`src/rtl/dev_bus_arb_if.sv`:
```
// dev_bus_arb_if
//   Bundles the two master request channels, the per-master grant/done/read
//   data returns and the device-bus side (address, write data, write enable,
//   read data) of the two-master device bus arbiter.
//   slave  : arbiter view (requests and bus_rd in; grants, done, rdata, bus_* and busy out)
//   master : view of whatever drives the requests and observes the results
interface dev_bus_arb_if;
  logic        m0_req;
  logic        m1_req;
  logic        m0_we;
  logic        m1_we;
  logic [31:0] m0_addr;
  logic [31:0] m1_addr;
  logic [31:0] m0_wd;
  logic [31:0] m1_wd;
  logic        m0_gnt;
  logic        m1_gnt;
  logic        m0_done;
  logic        m1_done;
  logic [31:0] m0_rdata;
  logic [31:0] m1_rdata;
  logic [31:0] bus_addr;
  logic [31:0] bus_wd;
  logic        bus_we;
  logic [31:0] bus_rd;
  logic        busy;

  modport slave (
    input  m0_req, m1_req, m0_we, m1_we, m0_addr, m1_addr, m0_wd, m1_wd, bus_rd,
    output m0_gnt, m1_gnt, m0_done, m1_done, m0_rdata, m1_rdata,
           bus_addr, bus_wd, bus_we, busy
  );

  modport master (
    output m0_req, m1_req, m0_we, m1_we, m0_addr, m1_addr, m0_wd, m1_wd, bus_rd,
    input  m0_gnt, m1_gnt, m0_done, m1_done, m0_rdata, m1_rdata,
           bus_addr, bus_wd, bus_we, busy
  );
endinterface

```
`src/rtl/dev_bus_arb.sv`:
```
// dev_bus_arb
//   Two-master arbiter in front of a single device bus bridge. Every
//   transaction takes exactly three cycles: IDLE (request sampled), ACCESS
//   (bus driven), RESP (done pulse, read data valid).
//   Arbitration is round-robin (PRIO_FIXED = 0) or master-0 priority with a
//   starvation escape for master 1 after STARVE_LIMIT lost ties (PRIO_FIXED = 1).
// Ports
//   clk   : system clock, rising edge
//   reset : asynchronous, active-high
//   arb   : dev_bus_arb_if.slave -- master channels and device bus
module dev_bus_arb #(
  parameter int PRIO_FIXED   = 0,
  parameter int STARVE_LIMIT = 8
) (
  input  logic           clk,
  input  logic           reset,
  dev_bus_arb_if.slave   arb
);

  localparam bit         FIXED = (PRIO_FIXED != 0);
  localparam logic [3:0] LIMIT = 4'(STARVE_LIMIT);

  typedef enum logic [1:0] {IDLE, ACCESS, RESP} state_t;

  state_t      state_q, state_d;
  logic        last_q, last_d;      // id of the most recent winner
  logic [3:0]  starve_q, starve_d;
  logic        win_q, win_d;        // id of the transaction in flight
  logic        gnt0_q, gnt0_d, gnt1_q, gnt1_d;
  logic        done0_q, done0_d, done1_q, done1_d;
  logic [31:0] rdata0_q, rdata0_d, rdata1_q, rdata1_d;
  // The bus registers double as the latched transaction: they are loaded
  // on the grant edge and cleared when ACCESS ends, so the bus reads zero
  // outside ACCESS without any output gating.
  logic [31:0] bus_addr_q, bus_addr_d, bus_wd_q, bus_wd_d;
  logic        bus_we_q, bus_we_d;
  logic        busy_q, busy_d;

  logic        pick;

  always_comb begin
    if (arb.m0_req && arb.m1_req) begin
      pick = FIXED ? (starve_q == LIMIT) : ~last_q;
    end else begin
      pick = arb.m1_req;
    end

    state_d    = state_q;
    last_d     = last_q;
    starve_d   = starve_q;
    win_d      = win_q;
    gnt0_d     = gnt0_q;
    gnt1_d     = gnt1_q;
    done0_d    = 1'b0;
    done1_d    = 1'b0;
    rdata0_d   = rdata0_q;
    rdata1_d   = rdata1_q;
    bus_addr_d = bus_addr_q;
    bus_wd_d   = bus_wd_q;
    bus_we_d   = bus_we_q;
    busy_d     = busy_q;

    case (state_q)
      IDLE: begin
        if (arb.m0_req || arb.m1_req) begin
          state_d    = ACCESS;
          win_d      = pick;
          last_d     = pick;
          gnt0_d     = ~pick;
          gnt1_d     = pick;
          busy_d     = 1'b1;
          bus_addr_d = pick ? arb.m1_addr : arb.m0_addr;
          bus_wd_d   = pick ? arb.m1_wd   : arb.m0_wd;
          bus_we_d   = pick ? arb.m1_we   : arb.m0_we;
          if (FIXED) begin
            if (pick) begin
              starve_d = 4'd0;
            end else if (arb.m1_req && starve_q != LIMIT) begin
              starve_d = starve_q + 4'd1;
            end
          end
        end
      end
      ACCESS: begin
        state_d    = RESP;
        bus_addr_d = 32'd0;
        bus_wd_d   = 32'd0;
        bus_we_d   = 1'b0;
        // Only reads capture, so a master's rdata survives its writes.
        if (!bus_we_q) begin
          if (win_q) rdata1_d = arb.bus_rd;
          else       rdata0_d = arb.bus_rd;
        end
        done0_d = ~win_q;
        done1_d = win_q;
      end
      RESP: begin
        state_d = IDLE;
        gnt0_d  = 1'b0;
        gnt1_d  = 1'b0;
        busy_d  = 1'b0;
      end
      default: begin
        state_d = IDLE;
      end
    endcase
  end

  always_ff @(posedge clk or posedge reset) begin
    if (reset) begin
      state_q    <= IDLE;
      last_q     <= 1'b1;   // master 0 takes the first tie
      starve_q   <= 4'd0;
      win_q      <= 1'b0;
      gnt0_q     <= 1'b0;
      gnt1_q     <= 1'b0;
      done0_q    <= 1'b0;
      done1_q    <= 1'b0;
      rdata0_q   <= 32'd0;
      rdata1_q   <= 32'd0;
      bus_addr_q <= 32'd0;
      bus_wd_q   <= 32'd0;
      bus_we_q   <= 1'b0;
      busy_q     <= 1'b0;
    end else begin
      state_q    <= state_d;
      last_q     <= last_d;
      starve_q   <= starve_d;
      win_q      <= win_d;
      gnt0_q     <= gnt0_d;
      gnt1_q     <= gnt1_d;
      done0_q    <= done0_d;
      done1_q    <= done1_d;
      rdata0_q   <= rdata0_d;
      rdata1_q   <= rdata1_d;
      bus_addr_q <= bus_addr_d;
      bus_wd_q   <= bus_wd_d;
      bus_we_q   <= bus_we_d;
      busy_q     <= busy_d;
    end
  end

  assign arb.m0_gnt   = gnt0_q;
  assign arb.m1_gnt   = gnt1_q;
  assign arb.m0_done  = done0_q;
  assign arb.m1_done  = done1_q;
  assign arb.m0_rdata = rdata0_q;
  assign arb.m1_rdata = rdata1_q;
  assign arb.bus_addr = bus_addr_q;
  assign arb.bus_wd   = bus_wd_q;
  assign arb.bus_we   = bus_we_q;
  assign arb.busy     = busy_q;

endmodule

```
`src/flat_wrapper.sv`:
```
// flat-port wrapper written by rule: the top's interface ports become plain ports
module dev_bus_arb_flat 
#(
  parameter int PRIO_FIXED   = 0,
  parameter int STARVE_LIMIT = 8
)
  (clk, reset, arb_m0_req, arb_m1_req, arb_m0_we, arb_m1_we, arb_m0_addr, arb_m1_addr, arb_m0_wd, arb_m1_wd, arb_bus_rd, arb_m0_gnt, arb_m1_gnt, arb_m0_done, arb_m1_done, arb_m0_rdata, arb_m1_rdata, arb_bus_addr, arb_bus_wd, arb_bus_we, arb_busy);
  dev_bus_arb_if arb_i ();
  input  logic clk;
  input  logic reset;
  input wire logic [$bits(arb_i.m0_req)-1:0] arb_m0_req;
  input wire logic [$bits(arb_i.m1_req)-1:0] arb_m1_req;
  input wire logic [$bits(arb_i.m0_we)-1:0] arb_m0_we;
  input wire logic [$bits(arb_i.m1_we)-1:0] arb_m1_we;
  input wire logic [$bits(arb_i.m0_addr)-1:0] arb_m0_addr;
  input wire logic [$bits(arb_i.m1_addr)-1:0] arb_m1_addr;
  input wire logic [$bits(arb_i.m0_wd)-1:0] arb_m0_wd;
  input wire logic [$bits(arb_i.m1_wd)-1:0] arb_m1_wd;
  input wire logic [$bits(arb_i.bus_rd)-1:0] arb_bus_rd;
  output wire logic [$bits(arb_i.m0_gnt)-1:0] arb_m0_gnt;
  output wire logic [$bits(arb_i.m1_gnt)-1:0] arb_m1_gnt;
  output wire logic [$bits(arb_i.m0_done)-1:0] arb_m0_done;
  output wire logic [$bits(arb_i.m1_done)-1:0] arb_m1_done;
  output wire logic [$bits(arb_i.m0_rdata)-1:0] arb_m0_rdata;
  output wire logic [$bits(arb_i.m1_rdata)-1:0] arb_m1_rdata;
  output wire logic [$bits(arb_i.bus_addr)-1:0] arb_bus_addr;
  output wire logic [$bits(arb_i.bus_wd)-1:0] arb_bus_wd;
  output wire logic [$bits(arb_i.bus_we)-1:0] arb_bus_we;
  output wire logic [$bits(arb_i.busy)-1:0] arb_busy;
  assign arb_i.m0_req = arb_m0_req;
  assign arb_i.m1_req = arb_m1_req;
  assign arb_i.m0_we = arb_m0_we;
  assign arb_i.m1_we = arb_m1_we;
  assign arb_i.m0_addr = arb_m0_addr;
  assign arb_i.m1_addr = arb_m1_addr;
  assign arb_i.m0_wd = arb_m0_wd;
  assign arb_i.m1_wd = arb_m1_wd;
  assign arb_i.bus_rd = arb_bus_rd;
  assign arb_m0_gnt = arb_i.m0_gnt;
  assign arb_m1_gnt = arb_i.m1_gnt;
  assign arb_m0_done = arb_i.m0_done;
  assign arb_m1_done = arb_i.m1_done;
  assign arb_m0_rdata = arb_i.m0_rdata;
  assign arb_m1_rdata = arb_i.m1_rdata;
  assign arb_bus_addr = arb_i.bus_addr;
  assign arb_bus_wd = arb_i.bus_wd;
  assign arb_bus_we = arb_i.bus_we;
  assign arb_busy = arb_i.busy;
  dev_bus_arb #(.PRIO_FIXED(PRIO_FIXED), .STARVE_LIMIT(STARVE_LIMIT)) u_core (.clk(clk), .reset(reset), .arb(arb_i));
endmodule
```
`config.mk`:
```
export PLATFORM = sky130hd
export DESIGN_NAME = dev_bus_arb_flat
export DESIGN_NICKNAME = d
export VERILOG_FILES = /design/src/rtl/dev_bus_arb_if.sv /design/src/rtl/dev_bus_arb.sv /design/src/flat_wrapper.sv
export SDC_FILE = /design/constraint.sdc
export NUM_CORES = 1
export LEC_CHECK = 0
export ABC_AREA = 1
export BUFFER_PORTS_ARGS = -buffer_cell sky130_fd_sc_hd__buf_4
export CAP_MARGIN = 30
export CORE_MARGIN = 1.5
export CORE_UTILIZATION = 42
export DETAILED_ROUTE_END_ITERATION = 8
export HOLD_SLACK_MARGIN = 0.05
export PLACE_DENSITY_LB_ADDON = 0.12
export SYNTH_ARGS = -nofsm -noshare
export SYNTH_HDL_FRONTEND = slang
export SYNTH_SLANG_ARGS = --single-unit
```
`constraint.sdc`:
```
create_clock -name clk -period 4.9 [get_ports clk]
set_clock_uncertainty 0.05 [all_clocks]
set_input_delay 0.98 -clock clk [delete_from_list [all_inputs] [get_ports clk]]
set_output_delay 0.98 -clock clk [all_outputs]
set_load 0.05 [all_outputs]
```
==> impl_metrics.py, run 1 <==
metrics = {
    "sta": {
        "fin_crit_sh": 0.534,
        "fin_setup_tns_ns": 0,
        "rsz0062_at_grt": "false",
        "worstMarginPinSlew_ns": 0.989,
        "finalMaxSlewViolations": 0,
        "relSlewSlack": 0.339,
        "finalHoldViolations": 0,
        "finalWorstPathRequiredPeriod_ns": 2.62,
        "max_clock_freq_mhz": 382,
        "setup_viol": 0,
    },
    "floorplan": {
        "die_area_mm2": 0.0152,
        "ios": 300,
        "die_h_um": 123,
        "rows": 43,
        "die_width_um": 123,
        "core-area_mm2": 0.0140,
        "start_util": 0.434,
    },
    "critical_path": {
        "end_kind": "flip-flop",
        "slowest_delay_ns": 0.58,
        "cp-start-kind": "primary input",
        "critical_path_required_ns": 5.14,
        "crit_slowest_cell": "buf_4",
        "cp_max_fo": 68,
        "critical_path_class": "primary input to flip-flop",
        "worstPathArrival_ns": 2.85,
        "crit_chain": "buf_4 > inv_1 > nand2_2 > buf_4 > o21ai_0 > nand2_1 > nand2_1",
    },
    "finish": {
        "drive_gt1_frac": 0.378,
        "area_delta_synth_final_pct": 46.7,
        "finalNonFillerCells": 1108,
        "multiInputGateArea_mm2": 0.00217,
        "antenna_cells": 0,
        "fill_cells": 1223,
        "mostFrequentLayoutCells": "buf_4, dfrtp_1, nand3_1",
        "final_common_cell": "buf_4",
        "register_area_mm2": 0.00345,
        "nets": 1081,
    },
    "clock_network": {
        "clkLatencyLatePin_ns": 0.42,
        "cts_buffer_depth": 2,
        "cts.sinks": 138,
        "clockRootBuffer": "clkbuf_16",
        "cts_resized": 0,
        "cts_hold_buf": 0,
        "htreeDepth": 4,
        "cts_setup_buffers": 0,
        "path_clk_slew_ns": 0.06,
        "cts_buffers": 17,
        "cts_tree": "done",
    },
    "global_routing": {
        "grt_overflow": 0,
        "global_route.usage.total": 0.252,
        "grt_max_degree": 103,
        "grt_pass1_vias": 5708,
        "grt_pass1_wl_um": 29400,
        "antenna_found_initial": 0,
    },
    "yosys": {
        "synth-seq-cells": 138,
        "syn_nets": 823,
        "synth_area_mm2": 0.00610,
        "yosys_warnings": 0,
        "avgSynthCellArea_um2": 9.28,
        "synth_cell_types": 17,
        "synthCells": 657,
        "yosysSeqAreaShare": 0.567,
    },
    "hold_path": {
        "min_path_type": "primary input to asynchronous set/reset pin",
    },
    "route": {
        "dr_total_vias": 6229,
        "firstDrtPassIters": 5,
        "drc": 0,
        "post_drt_wl_per_cell_um": 17.6,
        "viasPerCell": 5.62,
        "wirelength_um": 19500,
        "ant_nets": 0,
        "drtIter0Drc": 416,
    },
    "pwr": {
        "switching_share": 0.514,
        "p_comb_frac": 0.563,
        "switching_power_mw": 3.91,
        "p_leak_nw": 4.58,
        "seqPwrFrac": 0.266,
        "power.density_mw_per_mm2": 851,
        "pwr-share-clk": 0.170,
        "internal_power_mw": 3.70,
        "peakVddDrop_mv": 0.400,
    },
    "placement": {
        "place_congestion": 0.839,
        "dp_hpwl_um": 13200,
        "placed_cells": 1075,
        "numPortBuffers": 299,
    },
    "run": {
        "maxCapViolCount": 0,
    },
    "outcome": {
        "status": "finished, final reports clean",
    },
}
[final cells by class]
type / count / share of cell area
clock buffer: 19 / 0.0506
clock inverter: 13 / 0.0166
inverter: 40 / 0.0173
multi-input combinational: 411 / 0.243
sequential: 138 / 0.386
tap: 180 / 0.0252
timing repair buffer: 307 / 0.261
[power by group through the flow]
stage | clock [mW] | sequential, mW | combinational [mW]
floorplan | 0 | 3.79 | 1.26
global placement | 0 | 2.01 | 4.25
detailed placement | 0 | 2.03 | 4.32
CTS | 1.32 | 2.02 | 4.32
global route | 1.37 | 2.08 | 4.56
finish | 1.30 | 2.03 | 4.29
[stage by stage]
step	cell area [um2]	utilization	total power, mW	hold slack (ns)	setup WS [ns]
finish	8940	0.637	7.61	0.420	2.28
global route	8940	0.637	8.01	0.411	2.12
CTS	8920	0.635	7.66	0.426	2.32
detailed placement	8310	0.592	6.35	0.417	1.89
global placement	8290	0.591	6.26	0.412	1.75
floorplan	6100	-	5.05	0.393	0.175
[worst paths after layout]
path	start	endpoint	slack [ns]	depth (start not counted)
hold reg to reg	u_core.last_q$_DFFE_PP1P_	u_core.last_q$_DFFE_PP1P_	0.43	2
min in group clk	u_core.last_q$_DFFE_PP1P_	u_core.last_q$_DFFE_PP1P_	0.43	2
setup reg to reg	u_core.state_q[1]$_DFFE_PP0P_	u_core.arb.bus_addr[3]$_DFFE_PP0P_	2.36	5
max in group asynchronous	reset	u_core.arb.m1_rdata[2]$_DFFE_PP0P_	3.20	4
hold / removal	reset	u_core.arb.m0_rdata[23]$_DFFE_PP0P_	0.42	2
setup / recovery	arb_m1_req	u_core.arb.busy$_DFFE_PP0P_	2.28	7
[worst max-delay path, delay by kind of cell]
kind / cells / cell delay (ns)
buffers and inverters: 3 / 1.27
and+or+nand+nor: 3 / 0.26
AOI/OAI and AO/OA: 1 / 0.28
[logic make-up (layout without fill, tap and decap cells)]
logic type,after synthesis,after routing,synth area share
AND/OR/NAND/NOR,345,345,0.300
flip-flops,138,138,0.567
AO/OA/AOI/OAI,66,66,0.0542
buffers and inverters,108,379,0.0790
[sequential cells by signal, summed over array words and instances, names as in the netlist, 2 cells and up]
| name | flops |
|---|---|
| u_core.arb.bus_addr | 32 |
| u_core.arb.bus_wd | 32 |
| u_core.arb.m1_rdata | 32 |
| u_core.arb.m0_rdata | 32 |
| u_core.state_q | 2 |
[per-layer routing]
layer  up-vias  wire (um)  global-route usage
met5         -          0                   0
met4         0        641               0.125
met3        49       1900              0.0775
met2       334       9510               0.396
met1      2964       7470               0.316
li1       2882          -                   -
[synth_stat cells]
cell type | instances | area share
dfrtp_1 | 137 | 0.56
nand3_1 | 131 | 0.11
nand4_1 | 130 | 0.13
nand2_1 | 77 | 0.047
o21ai_1 | 64 | 0.053
inv_1 | 39 | 0.024
buf_2 | 37 | 0.030
buf_1 | 12 | 0.0074
clkbuf_1 | 11 | 0.0068
buf_4 | 8 | 0.0099
nand3_4 | 2 | 0.0057
nor2_1 | 2 | 0.0012
nor2_4 | 2 | 0.0037
o21ai_0 | 2 | 0.0016
dfstp_2 | 1 | 0.0043
inv_2 | 1 | 0.00062
nand2_2 | 1 | 0.0010
No activity file was read; power rests on OpenSTA's default activity.
==> run 2, diff against run 1 <==
==> constraint.sdc (replaced) <==
create_clock -name clk -period 2.1 [get_ports clk]
set_clock_uncertainty 0.05 [all_clocks]
set_input_delay 0.42 -clock clk [delete_from_list [all_inputs] [get_ports clk]]
set_output_delay 0.42 -clock clk [all_outputs]
set_load 0.05 [all_outputs]
==> run 2 against run 1 <==
Global-route usage is 0.94 points higher. Sequential share of layout area decreased by 0.50 points. Register-to-register slack got worse by 2.0 ns. Total power increased by 140%. Worst setup slack got worse by 1.9 ns. Combinational power up 140%. Die area stayed put. Largest power group unchanged.
==> impl_metrics.py, run 2 (synthesis gave the netlist of run 1 again) <==
metrics = {
    "finish": {
        "area_delta_synth_final_pct": 48.6,
        "final_area_mm2": 0.00906,
        "nets": 1091,
        "mostFrequentLayoutCells": "buf_4, dfrtp_1, nand3_1",
        "final_common_cell": "buf_4",
        "drive_gt1_frac": 0.384,
        "antenna_cells": 0,
    },
    "pwr": {
        "seqPwrFrac": 0.263,
        "peakVddDrop_mv": 0.888,
        "p_leak_nw": 4.64,
        "switching_share": 0.510,
        "pwr-share-clk": 0.169,
        "power.density_mw_per_mm2": 1990,
        "p_comb_frac": 0.568,
        "switching_power_mw": 9.17,
        "internal_power_mw": 8.81,
    },
    "clock_network": {
        "clkLatencyLatePin_ns": 0.41,
        "cts_tree": "done",
        "path_clk_slew_ns": 0.06,
        "cts_resized": 0,
        "cts_setup_buffers": 0,
        "clockRootBuffer": "clkbuf_16",
        "cts_buffers": 17,
        "cts.sinks": 138,
        "cts_hold_buf": 0,
        "cts_buffer_depth": 2,
        "htreeDepth": 4,
    },
    "sta": {
        "finalHoldViolations": 0,
        "fin_crit_sh": 0.815,
        "finalWorstPathRequiredPeriod_ns": 1.71,
        "max_clock_freq_mhz": 585,
        "worstMarginPinSlew_ns": 0.684,
        "setup_slack_ns": 0.389,
        "rsz0062_at_grt": "false",
        "relSlewSlack": 0.544,
        "finalMaxSlewViolations": 0,
        "setup_viol": 0,
    },
    "placement": {
        "placed_cell_area_mm2": 0.00846,
        "place_congestion": 0.845,
        "numPortBuffers": 299,
        "dp_hpwl_um": 13800,
        "preCtsSetupSlack_ns": 0.393,
    },
    "global_routing": {
        "grt_max_degree": 91,
        "met2_usage": 0.422,
        "grt_pass1_wl_um": 30400,
        "grtUsageMet3": 0.0770,
        "global_route.usage.total": 0.262,
        "antenna_found_initial": 0,
        "grt_overflow": 0,
        "grt_pass1_vias": 5983,
        "grt.busiest_layer": "met2",
        "grt_util_met1": 0.321,
    },
    "critical_path": {
        "critical_path_class": "flip-flop to flip-flop",
        "cp_max_fo": 64,
        "critical_path_required_ns": 2.37,
        "cp-start-kind": "flip-flop",
        "worstPathArrival_ns": 1.98,
        "end_kind": "flip-flop",
        "r2r_setup_slack_ns": 0.39,
    },
    "route": {
        "dr_total_vias": 6174,
        "post_drt_wl_per_cell_um": 17.6,
        "drc": 0,
        "firstDrtPassIters": 5,
        "wirelength_um": 19700,
        "viasPerCell": 5.53,
        "drtIter0Drc": 413,
        "ant_nets": 0,
    },
    "run": {
        "maxCapViolCount": 0,
    },
    "outcome": {
        "status": "finished, final reports clean",
    },
    "hold_path": {
        "min_path_type": "primary input to asynchronous set/reset pin",
    },
    "floorplan": {
        "die_width_um": 123,
        "die_h_um": 123,
        "die_area_mm2": 0.0152,
        "ios": 300,
        "start_util": 0.434,
        "rows": 43,
        "core-area_mm2": 0.0140,
    },
}
-- run 2: changes by cell type in the layout (fill, tap and decap cells not counted) --
| cell | previous run | this run |
|---|---|---|
| clkinv_4 | 0 | 3 |
| clkinv_2 | 7 | 5 |
| inv_6 | 2 | 0 |
| buf_12 | 1 | 6 |
| buf_4 | 305 | 311 |
| buf_16 | 1 | 0 |
-- run 2: routing by layer --
| metal | part of all wire | vias up |
|---|---|---|
| met3 | 0.084 | 52 |
| met2 | 0.49 | 289 |
| met1 | 0.39 | 2936 |
| met5 | 0 | - |
| met4 | 0.038 | 0 |
| li1 | - | 2897 |
-- run 2: stage by stage --
step / hold WS [ns] / power [mW] / utilization / TNS (ns) / std cells
floorplan: 0.393 / 11.8 / - / -12.37 / 657
detailed placement: 0.420 / 15.0 / 0.602 / 0 / 1086
global placement: 0.413 / 14.8 / 0.602 / 0 / 1086
finish: 0.0937 / 18.0 / 0.645 / 0 / 1117
global route: 0.137 / 19.0 / 0.645 / 0 / 1117
CTS: 0.119 / 18.1 / 0.645 / 0 / 1117
-- run 2: power groups by stage --
stage	registers, mW	clock network (mW)	logic, mW
final	4.73	3.04	10.2
after global routing	4.87	3.24	10.9
after CTS	4.73	3.10	10.3
after detailed placement	4.75	0	10.3
after global placement	4.70	0	10.1
after floorplan	8.84	0	2.94
-- run 2: worst paths after layout --
kind,startpoint,end,cells past startpoint
min in group clk,arb_m0_wd[19],u_core.arb.bus_wd[19]$_DFFE_PP0P_,3
max,u_core.state_q[1]$_DFFE_PP0P_,u_core.arb.m1_rdata[12]$_DFFE_PP0P_,3
max reg2reg,u_core.state_q[1]$_DFFE_PP0P_,u_core.arb.m1_rdata[12]$_DFFE_PP0P_,3
min reg2reg,u_core.last_q$_DFFE_PP1P_,u_core.last_q$_DFFE_PP1P_,2
min,reset,u_core.arb.bus_wd[6]$_DFFE_PP0P_,3
max in group asynchronous,reset,u_core.arb.m0_rdata[30]$_DFFE_PP0P_,3
-- run 2: area by class of cell --
| class | instances | area, um2 |
|---|---|---|
| fillers | 1211 | 4980 |
| flip-flops and latches | 138 | 3450 |
| repair buffers | 317 | 2450 |
| multi-input cells | 411 | 2170 |
| clock buffers | 19 | 453 |
| well taps | 180 | 225 |
| inverters | 40 | 154 |
| clock inverters | 12 | 149 |
-- run 2: worst max-delay path, stage by stage, from the launching register on --
cell and delay [ns]:
dfrtp_1 0.45, nor2_4 0.20, nand3_4 0.52, o21ai_1 0.36
